<file path="config.mk">
export PLATFORM = sky130hd
export DESIGN_NAME = awg_cmd_decoder
export DESIGN_NICKNAME = d
export VERILOG_FILES = /design/src/rtl/awg_cmd_decoder.sv
export SDC_FILE = /design/constraint.sdc
export NUM_CORES = 1
export LEC_CHECK = 0
export ABC_CLOCK_PERIOD_IN_PS = 4260
export CORE_UTILIZATION = 45
export CTS_BUF_LIST = sky130_fd_sc_hd__clkbuf_4 sky130_fd_sc_hd__clkbuf_8 sky130_fd_sc_hd__clkbuf_16
export CTS_CLUSTER_DIAMETER = 50
export DETAILED_ROUTE_END_ITERATION = 7
export GPL_ROUTABILITY_DRIVEN = 0
export HOLD_SLACK_MARGIN = 0.06
export PLACE_DENSITY = 0.69
export SYNTH_ARGS = -nofsm -noshare
export SYNTH_HDL_FRONTEND = slang
export SYNTH_SLANG_ARGS = --single-unit
export TNS_END_PERCENT = 30
</file>
<file path="constraint.sdc">
create_clock -name clk -period 4.26 [get_ports clk]
set_input_delay 0.426 -clock clk [delete_from_list [all_inputs] [get_ports clk]]
set_output_delay 0.426 -clock clk [all_outputs]
set_load 0.02 [all_outputs]
</file>
<file path="src/rtl/awg_cmd_decoder.sv">
// rtl/awg_cmd_decoder.sv - framed UART command decoder writing per-channel AWG registers
module awg_cmd_decoder #(
  parameter int          NUM_CH      = 2,
  parameter int          FREQ_W      = 16,
  parameter int          AMP_W       = 10,
  parameter int          OFS_W       = 10,
  parameter logic [7:0]  SYNC_BYTE   = 8'hA5,
  parameter int          TIMEOUT_CYC = 100000
) (
  input  logic                     clk,
  input  logic                     rst,
  input  logic [7:0]               uart_data,
  input  logic                     data_valid,
  output logic [2*NUM_CH-1:0]      waveform_type,
  output logic [FREQ_W*NUM_CH-1:0] frequency,
  output logic [AMP_W*NUM_CH-1:0]  amplitude,
  output logic [OFS_W*NUM_CH-1:0]  dc_offset,
  output logic                     cmd_ok,
  output logic                     cmd_err,
  output logic                     busy
);

  localparam int CNT_W = $clog2(TIMEOUT_CYC);

  typedef enum logic [2:0] {
    S_IDLE,
    S_HDR,
    S_DHI,
    S_DLO,
    S_CHK
  } state_t;

  state_t                     state_q;
  logic [CNT_W-1:0]           tmo_q;
  logic [7:0]                 hdr_q;
  logic [7:0]                 dhi_q;
  logic [7:0]                 dlo_q;
  logic                       ok_q;
  logic                       err_q;
  logic [2*NUM_CH-1:0]        wave_q;
  logic [FREQ_W*NUM_CH-1:0]   freq_q;
  logic [AMP_W*NUM_CH-1:0]    amp_q;
  logic [OFS_W*NUM_CH-1:0]    ofs_q;

  logic [15:0] data_d;
  logic [3:0]  ch_d;
  logic [3:0]  reg_d;
  logic        bcast_d;
  logic        addr_ok_d;
  logic        chk_ok_d;
  logic        tmo_hit_d;

  always_comb begin
    data_d    = {dhi_q, dlo_q};
    ch_d      = hdr_q[7:4];
    reg_d     = hdr_q[3:0];
    bcast_d   = (ch_d == 4'hF);
    addr_ok_d = (bcast_d || (32'(ch_d) < NUM_CH)) && (reg_d <= 4'd3);
    chk_ok_d  = ((hdr_q ^ dhi_q ^ dlo_q) == uart_data);
    tmo_hit_d = (tmo_q == CNT_W'(TIMEOUT_CYC - 1));
  end

  always_ff @(posedge clk or posedge rst) begin
    if (rst) begin
      state_q <= S_IDLE;
      tmo_q   <= '0;
      hdr_q   <= '0;
      dhi_q   <= '0;
      dlo_q   <= '0;
      ok_q    <= 1'b0;
      err_q   <= 1'b0;
      for (int c = 0; c < NUM_CH; c++) begin
        wave_q[2*c +: 2]          <= 2'd0;
        freq_q[FREQ_W*c +: FREQ_W] <= FREQ_W'(1);
        amp_q[AMP_W*c +: AMP_W]    <= '1;
        ofs_q[OFS_W*c +: OFS_W]    <= OFS_W'(1) << (OFS_W - 1);
      end
    end else begin
      ok_q  <= 1'b0;
      err_q <= 1'b0;
      if (state_q == S_IDLE) begin
        tmo_q <= '0;
        if (data_valid && (uart_data == SYNC_BYTE)) state_q <= S_HDR;
      end else if (data_valid) begin
        // A byte arriving on the timeout cycle takes priority over the timeout.
        tmo_q <= '0;
        case (state_q)
          S_HDR: begin hdr_q <= uart_data; state_q <= S_DHI; end
          S_DHI: begin dhi_q <= uart_data; state_q <= S_DLO; end
          S_DLO: begin dlo_q <= uart_data; state_q <= S_CHK; end
          default: begin
            state_q <= S_IDLE;
            if (chk_ok_d && addr_ok_d) begin
              ok_q <= 1'b1;
              for (int c = 0; c < NUM_CH; c++) begin
                if (bcast_d || (ch_d == 4'(c))) begin
                  case (reg_d[1:0])
                    2'd0: wave_q[2*c +: 2]          <= data_d[1:0];
                    2'd1: freq_q[FREQ_W*c +: FREQ_W] <= data_d[FREQ_W-1:0];
                    2'd2: amp_q[AMP_W*c +: AMP_W]    <= data_d[AMP_W-1:0];
                    default: ofs_q[OFS_W*c +: OFS_W] <= data_d[OFS_W-1:0];
                  endcase
                end
              end
            end else begin
              err_q <= 1'b1;
            end
          end
        endcase
      end else if (tmo_hit_d) begin
        state_q <= S_IDLE;
        tmo_q   <= '0;
        err_q   <= 1'b1;
      end else begin
        tmo_q <= tmo_q + 1'b1;
      end
    end
  end

  assign waveform_type = wave_q;
  assign frequency     = freq_q;
  assign amplitude     = amp_q;
  assign dc_offset     = ofs_q;
  assign cmd_ok        = ok_q;
  assign cmd_err       = err_q;
  assign busy          = (state_q != S_IDLE);

endmodule
</file>
# [Word-level counts from Yosys, hierarchy flattened]
# Cells that the tools add are included.
# W data, S select, Z words.
[word_totals] regBits=122 latch_bits=0 ramBits=0 rom_bits=0 inputBits=11 out_inout_bits=79 n_memories=0
[classes] addsub=1 n_mul=0 n_div=0 n_lt_le_gt_ge=2 eq_ne=11 shifts=0 n_mux=17 bitwise=5 reduce_logical=25
[op_table] cell="$mux W17" n=3
[op_table] cell="$reduce_and A6 Y1" n=8
[op_table] cell="$add A17 B1 Y17 const B" n=1
[op_table] cell="$eq A17 B17 Y1 const B" n=1
[op_table] cell="$xor A8 B8 Y8" n=2
[op_table] cell="$mux W3" n=4
[op_table] cell="$mux W1" n=9
[op_table] cell="$pmux W3 S3" n=1
[op_table] cell="$reduce_and A3 Y1" n=3
[op_table] cell="$eq A8 B8 Y1" n=1
[op_table] cell="$eq A8 B8 Y1 const B" n=1
[op_table] cell="$eq A3 B2 Y1 const B" n=2
[op_table] cell="$reduce_bool A3 Y1" n=2
[op_table] cell="$reduce_or A3 Y1" n=2
[op_table] cell="$eq A4 B1 Y1 const B" n=1
[op_table] cell="$eq A4 B4 Y1 const B" n=1
[op_table] cell="$le A4 B2 Y1 const B" n=1
[op_table] cell="$logic_not A4 Y1" n=1
[op_table] cell="$lt A4 B2 Y1 const B" n=1
[op_table] cell="$eq A3 B1 Y1 const B" n=1
[op_table] cell="$logic_and A1 B1 Y1" n=3
[op_table] cell="$logic_not A3 Y1" n=1
[op_table] cell="$logic_or A1 B1 Y1" n=3
[op_table] cell="$not A1 Y1" n=3
[op_table] cell="5 further kinds" n=5

# [Longest topological paths before layout]
# Gate-level depths: netlist (run 1).
[logic_depth] ltp_word=8 ltp_mapped=8 depth_no_buf=6

# [Least setup slack after synthesis (run 1)]
# OpenSTA, ideal clock, no wires.
[synth_timing] kind="reg2reg" startpoint="reg hdr_q[0]" endpoint="reg freq_q[10] (netlist: frequency[10])" setup_time_ps=125 arrival_time_ps=2353 t_required_ps=4135 path_slack_ps=1781 stages_incl_launch_ff=9 n_path_buf=3 synth_period_minus_slack_ps=2479 cell_sequence="dfrtp_1 -> buf_4 -> xor2_1 -> xnor2_1 -> nor4_4 -> and4_1 -> buf_6 -> buf_12 -> mux2_4"
[synth_between] elab_chain_cells=5
[synth_lines] element="start: declaration" line_no="35" source="logic [7:0] hdr_q;"
[synth_lines] element="start signal: assignment" line_no="67" source="hdr_q <= '0;"
[synth_lines] element="start signal: assignment" line_no="88" source="S_HDR: begin hdr_q <= uart_data; state_q <= S_DHI; end"
[synth_lines] element="$xor A8 B8 Y8 (2 in series)" line_no="59" source="chk_ok_d = ((hdr_q ^ dhi_q ^ dlo_q) == uart_data);"
[synth_lines] element="$eq A8 B8 Y1" line_no="59"
[synth_lines] element="$logic_and A1 B1 Y1" line_no="93" source="if (chk_ok_d && addr_ok_d) begin"
[synth_lines] element="$reduce_and A6 Y1 (no source line) *"
[synth_lines] element="end signal: indexed assignment" line_no="99" source="2'd1: freq_q[FREQ_W*c +: FREQ_W] <= data_d[FREQ_W-1:0];"
[synth_lines] element="end: declaration" line_no="41" source="logic [FREQ_W*NUM_CH-1:0] freq_q;"
# Every way passes the cells marked *; elsewhere a longest branch is shown, timed or not.
# A chain may end at the register's enable or synchronous reset.

# [Worst setup path after layout (run 1)]
[layout_timing] startpoint="in uart_data[6]" endpoint="reg freq_q[9] (netlist: frequency[9])"
[layout_between] elab_chain_cells=3
[layout_lines] element="start: declaration" line_no="12" source="input logic [7:0] uart_data,"
[layout_lines] element="$eq A8 B8 Y1" line_no="59"
[layout_lines] element="$logic_and A1 B1 Y1" line_no="93"
[layout_lines] element="$reduce_and A6 Y1 (no source line)"
# No other way between the ends.

==> results of run 1 <==
[state kept, by name, indices dropped and copies added, names as in the netlist]
signal,cells
amplitude,20
cmd_err,1
cmd_ok,1
dc_offset,20
dhi_q,8
dlo_q,8
frequency,32
hdr_q,8
state_q,3
tmo_q,17
waveform_type,4
[placed cells by master, fill, tap and decap left out, types with 5 or more instances in the layout]
master	n
and3_1	5
buf_4	6
clkbuf_16	17
clkbuf_4	5
clkbuf_8	8
clkdlybuf4s50_1	89
dfrtp_1	98
dfstp_2	24
mux2_2	78
mux2_4	20
nand2_1	14
nand3_1	12
nand4_1	5
nand4_4	5
nor2_1	25
nor3_1	8
nor4_1	5
xnor2_1	21
xor2_1	16
[power breakdown]
| part | internal, mW | total (mW) | leakage (nW) | switching [mW] |
|---|---|---|---|---|
| Combinational | 0.341 | 0.761 | 1.25 | 0.420 |
| Clock | 0.898 | 1.36 | 0.298 | 0.466 |
| Sequential | 1.30 | 1.53 | 1.57 | 0.235 |
| Total | 2.54 | 3.66 | 3.11 | 1.12 |
[cell families (layout without fill, tap and decap cells)]
family / after synthesis / in the layout / share of synthesized area (%)
flops: 122 / 122 / 58.04
buf+inv: 14 / 132 / 1.696
mux: 98 / 98 / 22.19
xor+xnor: 37 / 37 / 6.101
compound gates: 11 / 11 / 1.484
simple gates: 88 / 88 / 10.25
fa+ha+maj: 1 / 1 / 0.2355
[how the worst max path moves through the flow]
| stage | from | end | slack, ns | depth (start not counted) |
|---|---|---|---|---|
| 2_1_floorplan | rst | cmd_err | 0.63 | 1 |
| 5_1_grt | uart_data[6] | frequency[7] | 1.39 | 8 |
| 3_3_place_gp | uart_data[6] | frequency[3] | 1.18 | 8 |
| 6_report | uart_data[6] | frequency[9] | 1.51 | 8 |
| 4_1_cts | uart_data[6] | frequency[9] | 1.52 | 8 |
| 3_5_place_dp | uart_data[6] | frequency[2] | 1.11 | 8 |
[metal layers]
layer,up-vias,global-route usage (%),part of all wire (%)
li1,1529,-,-
met1,1697,25.81,46
met2,81,31.84,48
met3,20,5.818,3.9
met4,0,7.022,2.0
met5,-,0,0
[through the flow]
step	hold slack, ns	area (um^2)	worst slack [ns]	std cells	utilization (%)
after global placement	0.4756	6357	1.176	600	55.44
final	0.5006	6940	1.513	632	60.52
after CTS	0.5043	6940	1.521	632	60.52
after detailed placement	0.4923	6357	1.107	600	55.44
after floorplan	0.4549	5311	0.6312	371	-
after global routing	0.5142	6940	1.392	632	60.52
[final cells by class]
type / instances / area, um^2
tap: 143 / 178.9
multi-input combinational: 235 / 2138
inverter: 5 / 21.27
timing repair buffer: 95 / 935.9
fill: 926 / 4527
clock buffer: 30 / 573.1
sequential: 122 / 3083
clock inverter: 2 / 10.01
[worst max-delay path: cells and delay by family]
family                    cells  cell delay, ns
AOI/OAI and AO/OA             1            0.15
xor gates and xnor gates      1            0.27
buffers and inverters         3            1.12
muxes                         1            0.31
and+or+nand+nor               2            0.75
==> results.md, run 1 <==
- Synthesized area per cell: 14.32 um^2
- Layout Nets: 488
- Antenna Nets Post-Route: 0
- Crit. End Element: register
- Cell chain of the critical path: clkdlybuf4s50_1, xor2_1, o21ai_1, nor4_4, buf_4, and4_1, buf_4, mux2_4
- Post-synth top cells: 98 x dfrtp_1, 78 x mux2_2, 25 x nor2_1
- Lkg Pwr: 3.112 nW
- DRT Wirelength: 11,200 um
- CTS Root Cell: clkbuf_16
- Reg2reg setup slack: 1.61 ns
- RR Startpoint: dhi_q[0]
- Number of max-cap violations: 0
- I/O pin cnt: 90
- Max VDD drop: 0.4070 mV
- Tot GR Track Use: 19.90%
- Initial core utilization: 46.32%
- Post-synthesis async set-or-reset flop share: 100.0%
- Std-Cell Rows: 39
- Status: finished clean
- Die height: 110.6 um
- Worst-margin pin slew: 1.113 ns
- Critical path fanouts, max: 9
- Unrepaired setup endpoints after global routing: no
- First drt pass iteration count: 5
- Initial antenna violation count: 0
- Fin crit period: 2.747 ns
- Vias: 3,327
- Remaining global-route overflow: 0
- Slew Viols, Final: 0
- CTS tree: built
- First DRT Iteration DRCs: 145
- Overall Power: 3.657 mW
- Die area: 12,240 um^2
- Most common cell in the synthesized netlist: dfrtp_1
- Clock latency on the worst-skew pair: 0.41 ns
- DRC errors left: 0
- Vias per inst: 5.264
- Synth warnings: 0
- Crit path DAT: 3.03 ns
- Total core area: 11,470 um^2
- Port buffer count: 89
- Top cells by area, synth: dfrtp_1 46%, mux2_2 17%, dfstp_2 12%
- R2r endpoint: frequency[9]
- Register-to-Register Path Depth: 7
- CP dominant cell by count: buf_4
- Max frequency: 364.0 MHz
- Hold Startpoint: dc_offset[17]
- Hold Path Sink: dc_offset[17]
- # setup viols final: 0
- Critical-path top delay cell: clkdlybuf4s50_1
- Max Root-Sink Buffers: 2
- Setup TNS: 0 ns
- Hold Crit Depth: 1
- Seq/Total Area, Yosys: 58.04%
- Fraction of layout cells with a size suffix above 1: 34.97%
- Post-synth top area share: 46.17%
- Net Count, Synth: 383
- Routed WL per cell: 17.72 um
- CTS Sinks: 122
- PostCTS Resize Cnt: 0
- Reg clk slew, reported paths: 0.05 ns
- Top_reg_cell synth: dfrtp_1
- Tcrit/Tclk final: 64.50%
- Layout area overhead: 30.67%
- Slowest Stage Delay on Critical Path: 0.58 ns
- Maximum number of pins on one net before global-route repair: 92
- Synth cell types: 38
- Hold Violations, Final: 0
- Worst Skew: 0.008039 ns
- First-pass GRT wire length: 18,770 um
- TritonCTS Buffers: 17
- Post-synth EDFFs: 0
- Power per Cell Area: 526.9 nW/um^2
- FF+latch count, synth: 122
- Number of setup buffers added after CTS: 0
- Cell taking the most area after synthesis: dfrtp_1
- Die W: 110.6 um
- Crit path kind: primary input to register
- Rel. slew slack: 25.80%
- Hold buffer count at cts: 0
- Synth Cell Area: 5311 um^2
- CP required: 4.54 ns
- Hold Path Class: register to register
- Number of global-route vias before repair: 3,545
- Gate Count Post-Synth: 371
- Hpwl dp: 7697 um
- Startpoint Class: primary input
- Ant diodes: 0
- H-Tree Depth: 4
Power figures use the tool's default switching activity.
==> inputs of run 2 (changes only) <==
--- a/config.mk
+++ b/config.mk
@@ -5,14 +5,14 @@
 export SDC_FILE = /design/constraint.sdc
 export NUM_CORES = 1
 export LEC_CHECK = 0
-export ABC_CLOCK_PERIOD_IN_PS = 4260
+export ABC_CLOCK_PERIOD_IN_PS = 2400
 export CORE_UTILIZATION = 45
 export CTS_BUF_LIST = sky130_fd_sc_hd__clkbuf_4 sky130_fd_sc_hd__clkbuf_8 sky130_fd_sc_hd__clkbuf_16
 export CTS_CLUSTER_DIAMETER = 50
 export DETAILED_ROUTE_END_ITERATION = 7
 export GPL_ROUTABILITY_DRIVEN = 0
 export HOLD_SLACK_MARGIN = 0.06
-export PLACE_DENSITY = 0.69
+export PLACE_DENSITY = 0.72
 export SYNTH_ARGS = -nofsm -noshare
 export SYNTH_HDL_FRONTEND = slang
 export SYNTH_SLANG_ARGS = --single-unit
==> constraint.sdc (replaced) <==
create_clock -name clk -period 2.4 [get_ports clk]
set_input_delay 0.24 -clock clk [delete_from_list [all_inputs] [get_ports clk]]
set_output_delay 0.24 -clock clk [all_outputs]
set_load 0.02 [all_outputs]
==> results.md, run 2 (synthesis gave the netlist of run 1 again) <==
- Status: finished clean
- Reg clk slew, reported paths: 0.05 ns (about the same)
- Ant diodes: 0 (unchanged)
- Die W: 110.6 um (unchanged)
- Tot GR Track Use: 20.93% (+1.0 points)
- Die height: 110.6 um (unchanged)
- Die area: 12,240 um^2 (unchanged)
- Max Root-Sink Buffers: 2 (unchanged)
- Layout Nets: 509 (+4.3%)
- H-Tree Depth: 4 (unchanged)
- Hold Violations, Final: 0 (unchanged)
- Number of max-cap violations: 0 (unchanged)
- Vias: 3,445 (+3.5%)
- Unrepaired setup endpoints after global routing: no
- Lkg Pwr: 3.253 nW (+4.5%)
- Hold buffer count at cts: 0 (unchanged)
- PostCTS Resize Cnt: 0 (unchanged)
- DRT Wirelength: 11,620 um (+3.8%)
- Max VDD drop: 0.6323 mV (+55%)
- TritonCTS Buffers: 17 (unchanged)
- Remaining global-route overflow: 0 (unchanged)
- Max frequency: 435.4 MHz
- Rel. slew slack: 56.05% (+30 points)
- CTS tree: built
- Fin crit period: 2.297 ns
- First drt pass iteration count: 4 (-1)
- Vias per inst: 5.276 (+0.22%)
- Hpwl dp: 8149 um (+5.9%)
- Worst Skew: 0.009620 ns (+0.001581 ns)
- First DRT Iteration DRCs: 163 (+12%)
- Most frequent cells in the layout: 98 x dfrtp_1, 89 x clkdlybuf4s50_1, 78 x mux2_2
- Std-Cell Rows: 39 (unchanged)
- R2r endpoint: dc_offset[2]
- RR Startpoint: dlo_q[6]
- Initial core utilization: 46.32% (unchanged)
- Port buffer count: 89 (unchanged)
- Maximum number of pins on one net before global-route repair: 56 (-39%)
- Critical path fanouts, max: 10 (+1)
- Fraction of layout cells with a size suffix above 1: 37.65% (+2.7 points)
- Antenna Nets Post-Route: 0 (unchanged)
- Critical path origin: dlo_q[6]
- First-pass GRT wire length: 19,870 um (+5.8%)
- Setup TNS: 0 ns (unchanged)
- Leading cell type in the layout, fill and taps excluded: dfrtp_1
- Layout area overhead: 35.90%
- Slew Viols, Final: 0 (unchanged)
- Worst-margin pin slew: 0.6579 ns (-0.4550 ns)
- # setup viols final: 0 (unchanged)
- CP required: 2.68 ns (-1.86 ns)
- Max reg flops: 32 (unchanged)
- Reg2reg setup slack: 0.10 ns (-1.51 ns)
- Power per Cell Area: 970.5 nW/um^2 (+84%)
- Initial antenna violation count: 0 (unchanged)
- CTS Root Cell: clkbuf_16
- Register-to-Register Path Depth: 7 (unchanged)
- Startpoint Class: register
- Crit path to: dc_offset[2]
- Setup WS post-layout: 0.1030 ns (-1.409 ns)
- Crit path kind: register to register
- Tcrit/Tclk final: 95.71%
- DRC errors left: 0 (unchanged)
- Fillers: 845 (-8.7%)
- Number of global-route vias before repair: 3,768 (+6.3%)
- Number of setup buffers added after CTS: 0 (unchanged)
- Total core area: 11,470 um^2 (unchanged)
- Crit. End Element: register
- Hold Path Class: primary input to asynchronous set/reset pin
- Crit path DAT: 2.58 ns (-0.45 ns)
- Overall Power: 7.006 mW (+92%)
- Clock latency on the worst-skew pair: 0.41 ns (about the same)
- Routed WL per cell: 17.80 um (+0.46%)
- I/O pin cnt: 90 (unchanged)
- Post-place setup slack: -0.07821 ns (-1.185 ns)
- CTS Sinks: 122 (unchanged)
## run 2: where the power goes
group	total [mW]	switching [mW]	internal [mW]
sequential	2.70	0.396	2.30
combinational	1.60	0.824	0.776
clock	2.71	0.848	1.86
## run 2: final cells by class
cell class	count	area, um^2	share of cell area [%]
Sequential cell	122	3083	42.71
Clock inverter	8	142.6	1.976
Multi-Input combinational cell	235	2138	29.62
Inverter	5	22.52	0.3120
Timing Repair Buffer	116	1156	16.02
Clock buffer	24	496.7	6.882
Tap cell	143	178.9	2.479
## run 2: per-stage QoR
step	std cells	area [um^2]	util (%)	hold WS [ns]
6_report	653	7218	62.95	0.2881
2_1_floorplan	371	5315	-	0.3568
3_3_place_gp	621	6579	57.37	0.4739
4_1_cts	653	7218	62.95	0.2984
5_1_grt	653	7218	62.95	0.3309
3_5_place_dp	621	6579	57.37	0.4874
## run 2: how the worst min path moves through the flow
stage | from | end | slack, ns
floorplan | uart_data[1] | hdr_q[1] | 0.36
finish | rst | dhi_q[1] | 0.29
CTS | rst | dhi_q[1] | 0.30
global route | rst | dhi_q[1] | 0.33
global placement | tmo_q[0] | tmo_q[0] | 0.47
detailed placement | tmo_q[0] | tmo_q[0] | 0.49
## run 2: routing by layer
layer / vias up / part of all wire (%) / GRT usage (%)
met3: 9 / 4.7 / 6.037
li1: 1581 / - / -
met4: 0 / 0.96 / 6.667
met2: 95 / 51 / 34.33
met1: 1760 / 44 / 26.73
met5: - / 0 / 0
## run 2: worst max-delay path, cell delays in order, from the launching register on
cell     delay, ns
dfrtp_1       0.48
xnor2_1       0.33
o21ai_1       0.15
nor4_4        0.27
buf_4         0.20
buf_12        0.13
nand4_4       0.24
mux2_2        0.37
==> inputs of run 3 (changes only) <==
--- a/config.mk
+++ b/config.mk
@@ -5,7 +5,7 @@
 export SDC_FILE = /design/constraint.sdc
 export NUM_CORES = 1
 export LEC_CHECK = 0
-export ABC_CLOCK_PERIOD_IN_PS = 2400
+export ABC_CLOCK_PERIOD_IN_PS = 2100
 export CORE_UTILIZATION = 45
 export CTS_BUF_LIST = sky130_fd_sc_hd__clkbuf_4 sky130_fd_sc_hd__clkbuf_8 sky130_fd_sc_hd__clkbuf_16
 export CTS_CLUSTER_DIAMETER = 50
==> constraint.sdc (replaced) <==
create_clock -name clk -period 2.1 [get_ports clk]
set_input_delay 0.21 -clock clk [delete_from_list [all_inputs] [get_ports clk]]
set_output_delay 0.21 -clock clk [all_outputs]
set_load 0.02 [all_outputs]
==> results.md, run 3 (synthesis gave the netlist of run 1 again) <==
- Fraction of layout cells with a size suffix above 1: 40.53% (+2.9 points)
- Worst-margin pin slew: 0.5421 ns (-0.1159 ns)
- Cell chain of the critical path: o31a_2, nor4_4, and4_2, buf_12, mux2_2
- TritonCTS Buffers: 17 (unchanged)
- Slowest Stage Delay on Critical Path: 0.43 ns (-0.05 ns)
- Reg clk slew, reported paths: 0.06 ns (about the same)
- DRT Wirelength: 11,790 um (+1.4%)
- Slew Viols, Final: 0 (unchanged)
- Startpoint Class: register
- Rel. slew slack: 63.58% (+7.5 points)
- Max reg flops: 32 (unchanged)
- Lkg Pwr: 3.353 nW (+3.1%)
- H-Tree Depth: 4 (unchanged)
- Antenna Nets Post-Route: 0 (unchanged)
- CTS Sinks: 122 (unchanged)
- Register-to-Register Path Depth: 5 (-2)
- Number of setup buffers added after CTS: 0 (unchanged)
- Worst Skew: 0.009540 ns (-0.00007991 ns)
- DRC errors left: 0 (unchanged)
- Fillers: 840 (-0.59%)
- Total core area: 11,470 um^2 (unchanged)
- Status: finished clean
- CTS Root Cell: clkbuf_16
- Crit path kind: register to register
- R2r endpoint: frequency[14]
- Unrepaired setup endpoints after global routing: yes
- Number of global-route vias before repair: 3,720 (-1.3%)
- Reg2reg setup slack: 0.004 ns (-0.10 ns)
- CP required: 2.39 ns (-0.29 ns)
- First-pass GRT wire length: 19,580 um (-1.5%)
- Number of max-cap violations: 0 (unchanged)
- Register Area: 3083 um^2 (unchanged)
- Die W: 110.6 um (unchanged)
- Max frequency: 477.1 MHz (+9.6%)
- Hold buffer count at cts: 0 (unchanged)
- Tot GR Track Use: 20.90% (-0.033 points)
- Power per Cell Area: 1129 nW/um^2 (+16%)
- Layout Cells excl Fill: 671 (+2.8%)
- Leading cell type in the layout, fill and taps excluded: dfrtp_1
- # setup viols final: 0 (unchanged)
- I/O pin cnt: 90 (unchanged)
- Crit path DAT: 2.39 ns (-0.19 ns)
- Hpwl dp: 8113 um (-0.44%)
- Ant diodes: 0 (unchanged)
- RR Startpoint: hdr_q[6]
- Crit. End Element: register
- First DRT Iteration DRCs: 137 (-16%)
- Critical-path top delay cell: dfrtp_1
- Std-Cell Rows: 39 (unchanged)
- Overall Power: 8.350 mW (+19%)
- Maximum number of pins on one net before global-route repair: 68 (+21%)
- Hold Violations, Final: 0 (unchanged)
- Port buffer count: 89 (unchanged)
- Critical path fanouts, max: 13 (+3)
- Clock latency on the worst-skew pair: 0.41 ns (about the same)
- Initial antenna violation count: 0 (unchanged)
- Max VDD drop: 0.7397 mV (+17%)
- Setup TNS: 0 ns (unchanged)
- Vias: 3,520 (+2.2%)
- Die area: 12,240 um^2 (unchanged)
- CTS tree: built
- First drt pass iteration count: 4 (unchanged)
- Area of the multi-input gates: 2160 um^2 (+0.99%)
- Routed WL per cell: 17.57 um (-1.3%)
- Remaining global-route overflow: 0 (unchanged)
- Vias per inst: 5.246 (-0.56%)
- Max Root-Sink Buffers: 2 (unchanged)
- Most frequent cells in the layout: 98 x dfrtp_1, 89 x clkdlybuf4s50_1, 78 x mux2_2
- Placed cell count: 639 (+2.9%)
- Layout area overhead: 39.27%
- Die height: 110.6 um (unchanged)
- Tcrit/Tclk final: 99.80% (+4.1 points)
- Fin crit period: 2.096 ns (-0.2011 ns)
- Initial core utilization: 46.32% (unchanged)
- Hold Path Class: primary input to asynchronous set/reset pin
- Layout Nets: 527 (+3.5%)
[run 3: cell types whose count changed in the layout (fill, tap and decap cells not counted), moves of 2 or more]
cell	before	now
clkinv_4	0	2
xnor2_1	21	19
buf_4	22	38
xnor2_2	0	2
clkbuf_8	3	0
[run 3: how the worst max path moves through the flow]
stage / from / to / slack, ns / cells after the start
2_1_floorplan: hdr_q[0] / frequency[10] / -0.38 / 8
4_1_cts: dhi_q[0] / dc_offset[16] / 0.00008 / 7
3_3_place_gp: uart_data[0] / dc_offset[16] / -0.28 / 8
6_report: hdr_q[6] / frequency[14] / 0.004 / 5
3_5_place_dp: uart_data[0] / dc_offset[16] / -0.30 / 8
5_1_grt: hdr_q[6] / frequency[11] / -0.07 / 5
[run 3: routing by layer]
metal | global-route usage (%) | wire length [um]
met2 | 33.50 | 5752
met4 | 8.000 | 215
met3 | 5.653 | 517
met5 | 0 | 0
met1 | 27.08 | 5304
[run 3: what timing repair did]
action,CTS,global route
gates resized for setup,1,4
endpoints found under the setup margin,28,68
pin swaps,0,5
[run 3: stage by stage]
stage	util [%]	hold WS, ns	setup WS [ns]	area, um^2
global route	64.51	0.2873	-0.07255	7397
CTS	64.35	0.2655	0.00008105	7380
detailed placement	58.66	0.4854	-0.3042	6726
finish	64.51	0.2542	0.004118	7397
floorplan	-	0.3268	-0.3785	5315
global placement	58.66	0.4766	-0.2830	6726
[run 3: report_power, final]
| group | total (mW) | leakage (nW) | internal, mW | switching (mW) |
|---|---|---|---|---|
| Clock | 3.16 | 0.314 | 2.14 | 1.02 |
| Sequential | 2.92 | 1.57 | 2.63 | 0.283 |
| Combinational | 2.28 | 1.47 | 1.10 | 1.18 |
| Total | 8.35 | 3.35 | 5.87 | 2.48 |
[run 3: worst max-delay path, delay by kind of cell, from the launching register on]
kind	cells	cell delay [ns]
buffers and inverters	1	0.18
AOI/OAI and AO/OA	1	0.37
DFF	1	0.43
and+or+nand+nor	2	0.66
muxes	1	0.35
[run 3: area by class of cell]
class,count,share of cell area [%]
timing repair buffer,134,17.68
sequential,122,41.68
tap,143,2.419
clock inverter,12,2.673
multi-input combinational,235,29.19
inverter,5,0.3045
clock buffer,20,6.055
